==> src/rtl/prbs_pkg.sv <==
// Shared constants and types for the 16-bit-per-advance x31+x28 XNOR PRBS generator and checker.
package prbs_pkg;
  typedef enum logic [1:0] {IDLE, ARM, RUN} fsm_e;

  localparam int          TAP_A  = 31;
  localparam int          TAP_B  = 28;
  localparam int          WORD_W = 16;
  localparam logic [30:0] LOCKUP = 31'h7FFF_FFFF;

  // All-ones is the XNOR fixed point, so it is swapped for the default seed.
  function automatic logic [30:0] legal_seed(input logic [30:0] s, input logic [30:0] dflt);
    return (s == LOCKUP) ? dflt : s;
  endfunction
endpackage

==> src/rtl/prbs31_step16.sv <==
// Combinational 16-bit advance of b[n] = b[n-31] XNOR b[n-28]; state_in[0] is the newest bit.
module prbs31_step16
  import prbs_pkg::*;
(
  input  logic [30:0]       state_in,
  output logic [30:0]       state_out,
  output logic [WORD_W-1:0] word
);
  always_comb begin
    logic [30:0] s;
    logic        fb;
    s    = state_in;
    fb   = 1'b0;
    word = '0;
    // First generated bit ends up in word[WORD_W-1].
    for (int i = 0; i < WORD_W; i++) begin
      fb   = s[TAP_A-1] ~^ s[TAP_B-1];
      s    = {s[29:0], fb};
      word = {word[WORD_W-2:0], fb};
    end
    state_out = s;
  end
endmodule

==> src/rtl/prbs_tx_16_2v31_x31_x28_1.sv <==
// PRBS31 (x31+x28, XNOR) word transmitter with IDLE/ARM/RUN control and single-bit error injection.
module prbs_tx_16_2v31_x31_x28_1
  import prbs_pkg::*;
#(
  parameter logic [30:0] SEED_DEFAULT = 31'h0000_FFFF
) (
  input  logic              C,
  input  logic              R_N,
  input  logic              CE,
  input  logic              EN,
  input  logic              SEED_LOAD,
  input  logic [30:0]       SEED,
  input  logic              INJ_ERR,
  output logic [WORD_W-1:0] Q,
  output logic              Q_VALID,
  output logic              BUSY,
  output logic [31:0]       WORD_CNT,
  output logic [15:0]       INJ_CNT
);
  fsm_e              fsm_q, fsm_d;
  logic [30:0]       lfsr, lfsr_nxt;
  logic [WORD_W-1:0] word_nxt, q;
  logic              q_valid, pend, emit;
  logic [31:0]       word_cnt;
  logic [15:0]       inj_cnt;

  prbs31_step16 u_step (.state_in(lfsr), .state_out(lfsr_nxt), .word(word_nxt));

  assign emit = (fsm_q == RUN) && CE;

  always_ff @(posedge C or negedge R_N) begin
    if (!R_N) fsm_q <= IDLE;
    else      fsm_q <= fsm_d;
  end

  // A seed load in IDLE wins over the arm request of the same cycle.
  always_comb begin
    fsm_d = fsm_q;
    case (fsm_q)
      IDLE:    if (!SEED_LOAD && EN) fsm_d = ARM;
      ARM:     fsm_d = EN ? RUN : IDLE;
      RUN:     if (!EN) fsm_d = IDLE;
      default: fsm_d = IDLE;
    endcase
  end

  always_ff @(posedge C or negedge R_N) begin
    if (!R_N) begin
      lfsr     <= SEED_DEFAULT;
      q        <= '0;
      q_valid  <= 1'b0;
      word_cnt <= '0;
      inj_cnt  <= '0;
      pend     <= 1'b0;
    end else begin
      q_valid <= emit;
      if (fsm_q == IDLE && SEED_LOAD) lfsr <= legal_seed(SEED, SEED_DEFAULT);
      if (fsm_q == ARM) word_cnt <= '0;
      // Injection only touches the registered word, never the generator state.
      if (emit) begin
        lfsr <= lfsr_nxt;
        q    <= word_nxt ^ {{(WORD_W-1){1'b0}}, pend};
        if (word_cnt != '1) word_cnt <= word_cnt + 32'd1;
        if (pend && inj_cnt != '1) inj_cnt <= inj_cnt + 16'd1;
      end
      if (fsm_q != RUN || fsm_d != RUN) pend <= 1'b0;
      else if (emit)                    pend <= pend ? 1'b0 : INJ_ERR;
      else                              pend <= pend | INJ_ERR;
    end
  end

  assign Q        = q;
  assign Q_VALID  = q_valid;
  assign BUSY     = (fsm_q != IDLE);
  assign WORD_CNT = word_cnt;
  assign INJ_CNT  = inj_cnt;
endmodule
==> config.mk <==
export PLATFORM = sky130hd
export DESIGN_NAME = prbs_tx_16_2v31_x31_x28_1
export DESIGN_NICKNAME = d
export VERILOG_FILES = /design/src/rtl/prbs_pkg.sv /design/src/rtl/prbs31_step16.sv /design/src/rtl/prbs_tx_16_2v31_x31_x28_1.sv
export SDC_FILE = /design/constraint.sdc
export NUM_CORES = 1
export LEC_CHECK = 0
export ABC_AREA = 1
export CAP_MARGIN = 20
export CORE_MARGIN = 2
export CORE_UTILIZATION = 45
export DETAILED_ROUTE_END_ITERATION = 6
export MAX_ROUTING_LAYER = met4
export PLACE_DENSITY_LB_ADDON = 0.08
export SKIP_CTS_REPAIR_TIMING = 1
export SLEW_MARGIN = 20
export SYNTH_ARGS = -nofsm -noshare
export SYNTH_HDL_FRONTEND = slang
export SYNTH_HIERARCHICAL = 1
export SYNTH_SLANG_ARGS = --single-unit
==> constraint.sdc <==
create_clock -name C -period 2.3 [get_ports C]
set_clock_uncertainty 0.1 [all_clocks]
set_input_delay 0.345 -clock C [delete_from_list [all_inputs] [get_ports C]]
set_output_delay 0.345 -clock C [all_outputs]
set_load 0.1 [all_outputs]
# After elaboration in Yosys (flattened, before gate mapping)
# Cells that the tools add are included.
dict set report op_classes {
  addsub 2
  eq_ne 7
  mux 13
  bitwise 18
  n_reduce_logical 10
}
# op n
set op_table {}
lappend op_table {{$mux W32} 3}
lappend op_table {{$mux W31} 3}
lappend op_table {{$add A32 B1 Y32 const B} 1}
lappend op_table {{$ne A32 B32 Y1 const B} 1}
lappend op_table {{$eq A31 B31 Y1 const B} 1}
lappend op_table {{$add A16 B1 Y16 const B} 1}
lappend op_table {{$ne A16 B16 Y1 const B} 1}
lappend op_table {{$xnor A1 B1 Y1} 16}
lappend op_table {{$xor A16 B1 Y16} 1}
lappend op_table {{$mux W2} 3}
lappend op_table {{$pmux W2 S3} 1}
lappend op_table {{$logic_and A1 B1 Y1} 4}
lappend op_table {{$ne A2 B2 Y1 const B} 2}
lappend op_table {{$reduce_bool A2 Y1} 2}
lappend op_table {{$mux W1} 3}
lappend op_table {{$eq A2 B1 Y1 const B} 1}
lappend op_table {{$eq A2 B2 Y1 const B} 1}
lappend op_table {{$logic_not A2 Y1} 1}
lappend op_table {{$reduce_and A2 Y1} 1}
lappend op_table {{$logic_not A1 Y1} 1}
lappend op_table {{$logic_or A1 B1 Y1} 1}
lappend op_table {{$or A1 B1 Y1} 1}
dict set report totals {
  reg_bits 99
  output_inout_bits 66
}

# Logic depth before layout (Yosys ltp)
# Gate-level depths: netlist of run 1.
dict set report logic_depth {
  word_depth 7
  depth_mapped 11
  ltp_nobuf 11
}

# Cells and area by module
# The synthesis of run 1 kept the hierarchy.
# module instances cells_each area_per_inst_um2 seq_area_each_um2
set modules_own_cells {}
lappend modules_own_cells {prbs_tx_16_2v31_x31_x28_1 1 710 5427.7 2497.4}
lappend modules_own_cells {prbs31_step16 1 98 484.2 0.0}

# Least setup slack after synthesis of run 1
# No wires, ideal clock.
dict set report synth_timing {
  path_kind {reg-to-reg}
  start {register word_cnt[1] (netlist: WORD_CNT[1])}
  end {register word_cnt[26] (netlist: WORD_CNT[26])}
  setup_time_ns 0.121
  arrival_ns 2.214
  t_required_ns 2.079
  path_slack_ns -0.135
  path_stages_with_launch 11
  path_buffers 0
  synth_period_minus_slack_ns 2.435
  path_cell_list {dfrtp_1 ha_1 nand2_2 nor2_4 nand2_1 nor2_4 nand2_1 o21ai_0 nand2_1 nand2_1 nand2_1}
}
dict set report synth_between {
  elab_chain_cells 3
  elab_cells_between_ends 4
}
# element line
set synth_lines {}
lappend synth_lines {{start: declaration} prbs_tx_16_2v31_x31_x28_1.sv:24} ;# logic [31:0] word_cnt;
lappend synth_lines {{start signal: assignment} prbs_tx_16_2v31_x31_x28_1.sv:63} ;# if (word_cnt != '1) word_cnt <= word_cnt + 32'd1;
lappend synth_lines {{$add A32 B1 Y32 or $ne A32 B32 Y1 (tied branches)} prbs_tx_16_2v31_x31_x28_1.sv:63}
lappend synth_lines {{$mux W32 (*)} prbs_tx_16_2v31_x31_x28_1.sv:63}
lappend synth_lines {{$mux W32 (*)} prbs_tx_16_2v31_x31_x28_1.sv:60} ;# if (emit) begin
# Mark *: on every way between the ends. The rest lies on a longest branch, timed or not.
# A chain may end at the register's enable or synchronous reset.

# Worst setup path in the final report of run 1
dict set report layout_timing {
  start {register word_cnt[0] (netlist: WORD_CNT[0])}
  end {register word_cnt[12] (netlist: WORD_CNT[12])}
}
# The elaborated chain is that of the path after synthesis.

==> results of run 1 <==
==> worst paths after layout <==
kind | slack, ns | to | depth (start not counted) | start
max | 0.36 | WORD_CNT[12]$_DFF_PN0_ | 9 | WORD_CNT[0]$_DFF_PN0_
min | 0.36 | WORD_CNT[17]$_DFF_PN0_ | 2 | R_N
max reg2reg | 0.36 | WORD_CNT[12]$_DFF_PN0_ | 9 | WORD_CNT[0]$_DFF_PN0_
min reg2reg | 0.38 | Q[6]$_DFFE_PN0N_ | 2 | Q[6]$_DFFE_PN0N_
max in group asynchronous | 1.05 | lfsr[4]$_DFFE_PN1P_ | 3 | R_N
min in group C | 0.38 | Q[6]$_DFFE_PN0N_ | 2 | Q[6]$_DFFE_PN0N_
==> cells in the mapped netlist (all sizes together) <==
cell type,count
nand2,303
dfrtp,83
inv,78
nand3,78
nor2,62
buf,44
nand4,35
o21ai,26
xor2,21
dfstp,16
a22o,15
clkbuf,14
nor3,12
xnor2,12
nand3b,5
ha,2
o21bai,1
or2,1
==> through the flow <==
step | power [W] | cell area [um2] | setup slack, ns
2_1_floorplan | 0.00406 | 5920 | 0.00412
3_3_place_gp | 0.00443 | 6780 | 0.294
3_5_place_dp | 0.00445 | 6780 | 0.245
4_1_cts | 0.00603 | 7080 | 0.370
5_1_grt | 0.00624 | 7090 | 0.149
6_report | 0.00598 | 7090 | 0.363
==> cell families after synthesis <==
| kind of cell | synth area share |
|---|---|
| compound gates | 0.0474 |
| xor+xnor | 0.0489 |
| fa+ha+maj | 0.00423 |
| buf+inv | 0.113 |
| flops | 0.422 |
| simple gates | 0.364 |
==> power groups by stage <==
stage | combinational [W] | clock (W) | sequential (W)
3_3_place_gp | 0.00214 | 0 | 0.00228
5_1_grt | 0.00228 | 0.00165 | 0.00230
4_1_cts | 0.00216 | 0.00160 | 0.00226
3_5_place_dp | 0.00216 | 0 | 0.00229
6_report | 0.00216 | 0.00156 | 0.00226
2_1_floorplan | 0.000734 | 0 | 0.00333
==> layer usage <==
layer / vias to the layer above / track usage
met5: - / -
met4: 0 / 0.0848
met3: 25 / 0.0333
met2: 192 / 0.333
met1: 2533 / 0.319
li1: 2701 / -
==> cell type report <==
cell class / count / area, um2
repair buffers: 123 / 1030
flip-flops and latches: 99 / 2500
inverters: 78 / 295
multi-input cells: 573 / 2750
fillers: 1282 / 5640
clock buffers: 9 / 225
clock inverters: 7 / 73.8
well taps: 172 / 215
==> flip-flops by register name, indices dropped and copies added (netlist names) <==
| name | cells |
|---|---|
| WORD_CNT | 32 |
| pend | 1 |
| fsm_q | 2 |
| INJ_CNT | 16 |
| Q | 16 |
| Q_VALID | 1 |
| lfsr | 31 |
==> run summary, run 1 <==
Placement
- Routability Congestion: 0.949
- IO buf count: 102
- DPL Wire Length: 11400 um
- Placed Instances: 1044

Layout
- area delta synth->final: 19.9%
- number of nets at the end of the flow: 923
- Final Instance Count excl. Fillers: 1061
- commonest cells after routing, fill and taps aside: sky130_fd_sc_hd__nand2_1, sky130_fd_sc_hd__buf_4, sky130_fd_sc_hd__dfrtp_1
- share of layout cells above drive strength 1: 0.165
- diode count: 0
- final core occ: 0.557
- most frequent standard cell in the layout excluding fill and tap cells: sky130_fd_sc_hd__nand2_1

Logic synthesis
- net count of the mapped netlist: 847
- number of distinct library cells after synthesis: 30
- Yosys top cell by area: sky130_fd_sc_hd__dfrtp_1
- Ys Warns: 6
- fraction of the yosys area taken by sequential cells: 0.422
- Avg Inst Size Synth: 7.32 um2
- share of Yosys cell area claimed by the top area cell type: 0.351
- Post-Syn Instances: 808
- cell types with the largest area share after synthesis: sky130_fd_sc_hd__dfrtp_1, sky130_fd_sc_hd__nand2_1, sky130_fd_sc_hd__dfstp_2
- summed instance area of the synthesized netlist: 5910 um2
- number of synthesized register bits: 99

Floorplan
- number of top-level design ports: 103
- starting utilization of the core area: 0.465
- Core Region: 12700 um2
- vertical die dimension: 119 um
- DIE WIDTH: 119 um
- number of standard-cell rows in the floorplan: 41
- total die area: 14100 um2

Clocking
- TritonCTS clock tree: built
- clock buffer count from CTS: 9
- CTS Buffer Depth: 2
- Worst-path clk slew: 0.07 ns
- CTS H-Tree Depth: 3
- CTS sink count: 99
- root cell of the clock tree: sky130_fd_sc_hd__clkbuf_16
- latest clock arrival within the worst-skew pair: 0.36 ns

Timing
- Slew Limit Fails: 0
- unrepaired setup endpoints after global routing: no
- shortest period the worst path allows: 1.94 ns
- transition time at the pin with the least slew margin: 0.645 ns
- setup TNS: 0 ns
- worst slew margin relative to its limit: 0.567
- count of endpoints failing hold in the final timing report: 0
- Fmax: 516 MHz
- worst slack on hold paths: 0.358 ns
- final setup violation count: 0
- part of the cycle the worst path needs: 0.842

Worst setup path
- crit path kind: flip-flop to flip-flop
- critical path endpoint category: flip-flop
- Critical Path Fanout Max: 5
- CP max stage cell: sky130_fd_sc_hd__dfrtp_2
- Critical Path Most Common Cell: sky130_fd_sc_hd__nand2_1
- required arrival time at the worst endpoint: 2.49 ns
- type of element launching the critical path: flip-flop
- delay of the slowest cell on the worst path: 0.40 ns
- Crit path max-delay family: simple AND/OR/NAND/NOR gates
- buffering stage count on the worst path with inverters included: 1
- CP arrival: 2.13 ns
- crit-path cells: ha_1 > nand2_2 > nor2_4 > nand2_1 > nor2_1 > nand3_1 > inv_1 > o21ai_0 > nand2_1

Hold path
- min-delay worst type: input pin to asynchronous set/reset pin

Drt
- topmost layer with routed signal wires: met4
- count of TritonRoute iterations in the first routing pass: 5
- met3 routed WL: 997 um
- antenna viol nets, final: 0
- via count normalized by instance count: 5.14
- DRC: 0
- Iter 0 DRT Violations: 367
- routed wire length: 15300 um
- via count: 5451
- Met1 Routed Length: 7080 um
- routed length on met2: 6870 um
- per-cell routed wire length: 14.4 um

Global route
- vias in the first global route: 5058
- largest net degree at the start of global routing: 35
- global route total overflow: 0
- GRT Util Overall: 0.227
- wire length of the first global-routing pass: 25100 um
- initial antenna violation count: 0

Power
- worst supply voltage drop on vdd: 0.000835 V
- internal power: 0.00340 W
- switching share of total power: 0.431
- register share of total power: 0.378
- clock network fraction of total power: 0.261
- power spent charging and discharging nets: 0.00257 W
- combinational group share of total power: 0.361
- leakage power summed over all cells: 3.51 nW
- ratio of total power to cell area: 844 nW/um2

Run
- max-cap viol count: 0

Outcome
- status: complete, no violations

No activity file was read; power rests on OpenSTA's default activity.
==> inputs of run 2 (changes only) <==
==> constraint.sdc (replaced) <==
create_clock -name C -period 1.7 [get_ports C]
set_clock_uncertainty 0.1 [all_clocks]
set_input_delay 0.255 -clock C [delete_from_list [all_inputs] [get_ports C]]
set_output_delay 0.255 -clock C [all_outputs]
set_load 0.1 [all_outputs]
==> run summary, run 2 (same netlist as run 1, synthesis figures left out) <==
Outcome
- status: complete, but fails checks
- violations in the final reports: setup timing

Timing
- count of endpoints failing hold in the final timing report: 0
- transition time at the pin with the least slew margin: 0.362 ns
- final setup violation count: 20
- PnR worst setup slack: -0.0480 ns
- worst slew margin relative to its limit: 0.759
- unrepaired setup endpoints after global routing: yes
- worst slack on hold paths: 0.257 ns
- part of the cycle the worst path needs: 1.03
- shortest period the worst path allows: 1.75 ns
- Slew Limit Fails: 0
- Fmax: 572 MHz

Layout
- area delta synth->final: 49.6%
- share of layout cells above drive strength 1: 0.316
- final core occ: 0.695
- most frequent standard cell in the layout excluding fill and tap cells: sky130_fd_sc_hd__nand2_1
- Largest register FFs: 32
- commonest cells after routing, fill and taps aside: sky130_fd_sc_hd__nand2_1, sky130_fd_sc_hd__buf_4, sky130_fd_sc_hd__inv_1
- number of fill cells: 1067
- number of nets at the end of the flow: 998
- diode count: 0

Global route
- wire length of the first global-routing pass: 27700 um
- GRT Util Overall: 0.249
- global route total overflow: 0
- largest net degree at the start of global routing: 55
- initial antenna violation count: 0
- vias in the first global route: 5743

Worst setup path
- critical path endpoint category: flip-flop
- worst-case register-to-register setup slack: -0.05 ns
- type of element launching the critical path: flip-flop
- crit path kind: flip-flop to flip-flop
- reg-to-reg critical path startpoint: WORD_CNT[1]$_DFF_PN0_
- Critical Path Start: WORD_CNT[1]$_DFF_PN0_
- required arrival time at the worst endpoint: 1.86 ns
- Critical Path Fanout Max: 14
- CP arrival: 1.91 ns

Drt
- via count: 5871
- count of TritonRoute iterations in the first routing pass: 5
- via count normalized by instance count: 5.17
- routed wire length: 16900 um
- DRC: 0
- antenna viol nets, final: 0
- per-cell routed wire length: 14.9 um
- Iter 0 DRT Violations: 392

Floorplan
- DIE WIDTH: 119 um
- vertical die dimension: 119 um
- total die area: 14100 um2
- Core Region: 12700 um2
- starting utilization of the core area: 0.465
- number of standard-cell rows in the floorplan: 41
- number of top-level design ports: 103

Clocking
- TritonCTS clock tree: built
- root cell of the clock tree: sky130_fd_sc_hd__clkbuf_16
- Worst-path clk slew: 0.07 ns
- CTS Buffer Depth: 2
- clock buffer count from CTS: 9
- latest clock arrival within the worst-skew pair: 0.35 ns
- CTS sink count: 99
- CTS H-Tree Depth: 3

Placement
- Routability Congestion: 0.915
- DPL Wire Length: 12700 um
- IO buf count: 102
- Setup Slack @ Placement: -0.136 ns

Power
- worst supply voltage drop on vdd: 0.00117 V
- ratio of total power to cell area: 1000 nW/um2
- leakage power summed over all cells: 4.09 nW

Hold path
- min-delay worst type: input pin to asynchronous set/reset pin

Run
- max-cap viol count: 0

-- run 2: cell count changes in the layout (fill, tap and decap cells not counted), moves of 4 or more --
cell | previous run | this run
sky130_fd_sc_hd__buf_12 | 1 | 70
sky130_fd_sc_hd__buf_6 | 0 | 5
sky130_fd_sc_hd__dfrtp_1 | 79 | 34
sky130_fd_sc_hd__dfrtp_2 | 4 | 31
sky130_fd_sc_hd__dfrtp_4 | 0 | 18
sky130_fd_sc_hd__nand2_1 | 298 | 288
sky130_fd_sc_hd__nand2_2 | 4 | 11
sky130_fd_sc_hd__nand3_1 | 77 | 68
sky130_fd_sc_hd__nand3_2 | 1 | 10
sky130_fd_sc_hd__nor2_1 | 53 | 44
sky130_fd_sc_hd__nor2_4 | 3 | 9
sky130_fd_sc_hd__o21ai_0 | 10 | 4
sky130_fd_sc_hd__o21ai_1 | 13 | 17
-- run 2: cell type report --
| cell class | count | area [um2] | area share |
|---|---|---|---|
| repair buffers | 197 | 2460 | 0.279 |
| inverters | 78 | 308 | 0.0348 |
| flip-flops and latches | 99 | 2600 | 0.294 |
| well taps | 172 | 215 | 0.0243 |
| clock buffers | 10 | 229 | 0.0259 |
| multi-input cells | 574 | 2960 | 0.335 |
| clock inverters | 6 | 65.1 | 0.00736 |
-- run 2: critical path: stages, from the launching register on --
cell and delay (ns):
sky130_fd_sc_hd__dfrtp_4 0.43, sky130_fd_sc_hd__ha_4 0.15, sky130_fd_sc_hd__nand2_4 0.05, sky130_fd_sc_hd__nor2_4 0.15, sky130_fd_sc_hd__nand3_2 0.08, sky130_fd_sc_hd__nor2_1 0.11
sky130_fd_sc_hd__nand3_1 0.12, sky130_fd_sc_hd__nand2_4 0.15, sky130_fd_sc_hd__buf_12 0.16, sky130_fd_sc_hd__nand3_1 0.07, sky130_fd_sc_hd__o21ai_1 0.08
-- run 2: where the power goes --
part / internal (W) / total (W) / switching, W
Sequential: 0.00279 / 0.00317 / 0.000381
Clock: 0.00115 / 0.00207 / 0.000929
Combinational: 0.00129 / 0.00361 / 0.00231
-- run 2: layer usage --
| metal | routed length, um | GRT usage | vias to the layer above |
|---|---|---|---|
| met4 | 479 | 0.0908 | 0 |
| met2 | 8770 | 0.430 | 186 |
| met3 | 756 | 0.0333 | 36 |
| met5 | 0 | - | - |
| li1 | - | - | 2853 |
| met1 | 6930 | 0.296 | 2796 |
-- run 2: final timing paths --
path,to,cells after the start
max,WORD_CNT[18]$_DFF_PN0_,10
min,WORD_CNT[2]$_DFF_PN0_,2
max reg2reg,WORD_CNT[18]$_DFF_PN0_,10
min reg2reg,lfsr[10]$_DFFE_PN1P_,2
max in group asynchronous,lfsr[9]$_DFFE_PN1P_,3
min in group C,lfsr[10]$_DFFE_PN1P_,2
-- run 2: per-stage QoR --
stage                     instance area, um2  total power (W)  instances  TNS [ns]
after global placement                  8330          0.00675       1114     -2.15
final                                   8850          0.00885       1136    -0.312
after CTS                               8620          0.00890       1130    -0.436
after floorplan                         6110          0.00554        808     -6.30
after global routing                    8850          0.00921       1136     -3.47
after detailed placement                8330          0.00681       1114     -2.99
==> inputs of run 3 (changes only) <==
==> constraint.sdc (replaced) <==
create_clock -name C -period 2.1 [get_ports C]
set_clock_uncertainty 0.1 [all_clocks]
set_input_delay 0.315 -clock C [delete_from_list [all_inputs] [get_ports C]]
set_output_delay 0.315 -clock C [all_outputs]
set_load 0.1 [all_outputs]
==> run summary, run 3 (same netlist as run 1, synthesis figures left out) <==
Floorplan
- DIE WIDTH: 119 um
- vertical die dimension: 119 um
- number of standard-cell rows in the floorplan: 41
- number of top-level design ports: 103
- Core Region: 12700 um2
- total die area: 14100 um2
- starting utilization of the core area: 0.465

Global route
- met1 layer usage reported by global route: 0.318
- wire length of the first global-routing pass: 25500 um
- largest net degree at the start of global routing: 54
- GRT Util Overall: 0.229
- met2 routing resource usage after global routing: 0.351
- initial antenna violation count: 0
- vias in the first global route: 5198
- M3 GR Usage: 0.0236
- gr busiest metal: met2
- global route total overflow: 0

Worst setup path
- CP max stage cell: sky130_fd_sc_hd__dfrtp_4
- reg-to-reg critical path startpoint: INJ_CNT[0]$_DFFE_PN0P_
- worst-case register-to-register setup slack: 0.21 ns
- required arrival time at the worst endpoint: 2.24 ns
- delay of the slowest cell on the worst path: 0.44 ns
- worst reg-to-reg path cell count: 10
- CP arrival: 2.03 ns
- Worst path depth: 10
- Critical Path Fanout Max: 15
- type of element launching the critical path: flip-flop
- crit path kind: flip-flop to flip-flop
- crit-path cells: ha_1 > nand2_1 > nor2_2 > inv_2 > nor3_4 > nand2_2 > nand2_4 > inv_4 > nand2_1 > o21ai_2
- end of the worst register-to-register path: INJ_CNT[9]$_DFFE_PN0P_
- buffering stage count on the worst path with inverters included: 2
- critical path endpoint category: flip-flop
- Crit path max-delay family: simple AND/OR/NAND/NOR gates
- Critical Path Most Common Cell: sky130_fd_sc_hd__nand2_1

Clocking
- CTS H-Tree Depth: 3
- CTS Buffer Depth: 2
- TritonCTS clock tree: built
- Worst-path clk slew: 0.07 ns
- CTS sink count: 99
- root cell of the clock tree: sky130_fd_sc_hd__clkbuf_16
- clock buffer count from CTS: 9
- latest clock arrival within the worst-skew pair: 0.35 ns

Drt
- Iter 0 DRT Violations: 357
- DRC: 0
- via count: 5372
- routed wire length: 15100 um
- via count normalized by instance count: 5.09
- per-cell routed wire length: 14.3 um
- antenna viol nets, final: 0
- count of TritonRoute iterations in the first routing pass: 5

Layout
- number of fill cells: 1273
- area used by multi-input combinational logic: 2750 um2
- final instance area: 7150 um2
- diode count: 0
- number of nets at the end of the flow: 917
- Largest register FFs: 32
- area used by sequential logic in the layout: 2550 um2
- most frequent standard cell in the layout excluding fill and tap cells: sky130_fd_sc_hd__nand2_1
- share of layout cells above drive strength 1: 0.202
- area delta synth->final: 21.0%
- commonest cells after routing, fill and taps aside: sky130_fd_sc_hd__nand2_1, sky130_fd_sc_hd__nand3_1, sky130_fd_sc_hd__buf_4

Placement
- DPL Wire Length: 11300 um
- Routability Congestion: 0.918
- Area after DPL: 6820 um2
- IO buf count: 102

Outcome
- status: complete, no violations

Timing
- shortest period the worst path allows: 1.89 ns
- Slew Limit Fails: 0
- count of endpoints failing hold in the final timing report: 0
- unrepaired setup endpoints after global routing: no
- worst slew margin relative to its limit: 0.586
- part of the cycle the worst path needs: 0.901
- setup TNS: 0 ns
- final setup violation count: 0
- transition time at the pin with the least slew margin: 0.616 ns
- Fmax: 529 MHz

Power
- leakage power summed over all cells: 3.43 nW
- clock network fraction of total power: 0.273
- worst supply voltage drop on vdd: 0.00111 V
- switching share of total power: 0.421
- power spent charging and discharging nets: 0.00281 W
- internal power: 0.00386 W
- ratio of total power to cell area: 932 nW/um2
- register share of total power: 0.371
- combinational group share of total power: 0.356

Run
- max-cap viol count: 0

Hold path
- min-delay worst type: input pin to asynchronous set/reset pin

## run 3: power groups by stage
stage               registers [W]  clock network (W)  logic [W]
finish                    0.00247            0.00182    0.00238
global route              0.00252            0.00193    0.00252
CTS                       0.00247            0.00186    0.00238
detailed placement        0.00250                  0    0.00238
global placement          0.00249                  0    0.00236
floorplan                 0.00365                  0   0.000804
## run 3: cell type report
class,instances,share of cell area
clock buffer,10,0.0320
timing repair buffer,117,0.142
clock inverter,6,0.0133
multi-input combinational,573,0.384
inverter,78,0.0413
tap,172,0.0301
sequential,99,0.357
## run 3: worst max-delay path by stage
stage	slack, ns	endpoint	startpoint
3_5_place_dp	0.20	INJ_CNT[9]$_DFFE_PN0P_	CE
6_report	0.21	INJ_CNT[9]$_DFFE_PN0P_	INJ_CNT[0]$_DFFE_PN0P_
3_3_place_gp	0.24	INJ_CNT[1]$_DFFE_PN0P_	CE
4_1_cts	0.21	INJ_CNT[9]$_DFFE_PN0P_	INJ_CNT[0]$_DFFE_PN0P_
2_1_floorplan	0.004	WORD_CNT[31]$_DFF_PN0_	WORD_CNT[1]$_DFF_PN0_
5_1_grt	0.05	WORD_CNT[9]$_DFF_PN0_	WORD_CNT[0]$_DFF_PN0_
## run 3: through the flow
stage / setup slack (ns) / power, W / std cells / hold WS [ns] / utilization
6_report: 0.209 / 0.00667 / 1055 / 0.373 / 0.562
5_1_grt: 0.0513 / 0.00696 / 1055 / 0.407 / 0.562
4_1_cts: 0.207 / 0.00672 / 1054 / -0.164 / 0.562
3_5_place_dp: 0.196 / 0.00488 / 1038 / 0.213 / 0.536
3_3_place_gp: 0.236 / 0.00486 / 1038 / 0.210 / 0.536
2_1_floorplan: 0.00391 / 0.00445 / 808 / -0.0806 / -
## run 3: layer usage
metal / part of all wire / vias to the layer above
met4: 0.019 / 0
met5: 0 / -
met3: 0.045 / 18
li1: - / 2682
met1: 0.48 / 2541
met2: 0.45 / 131
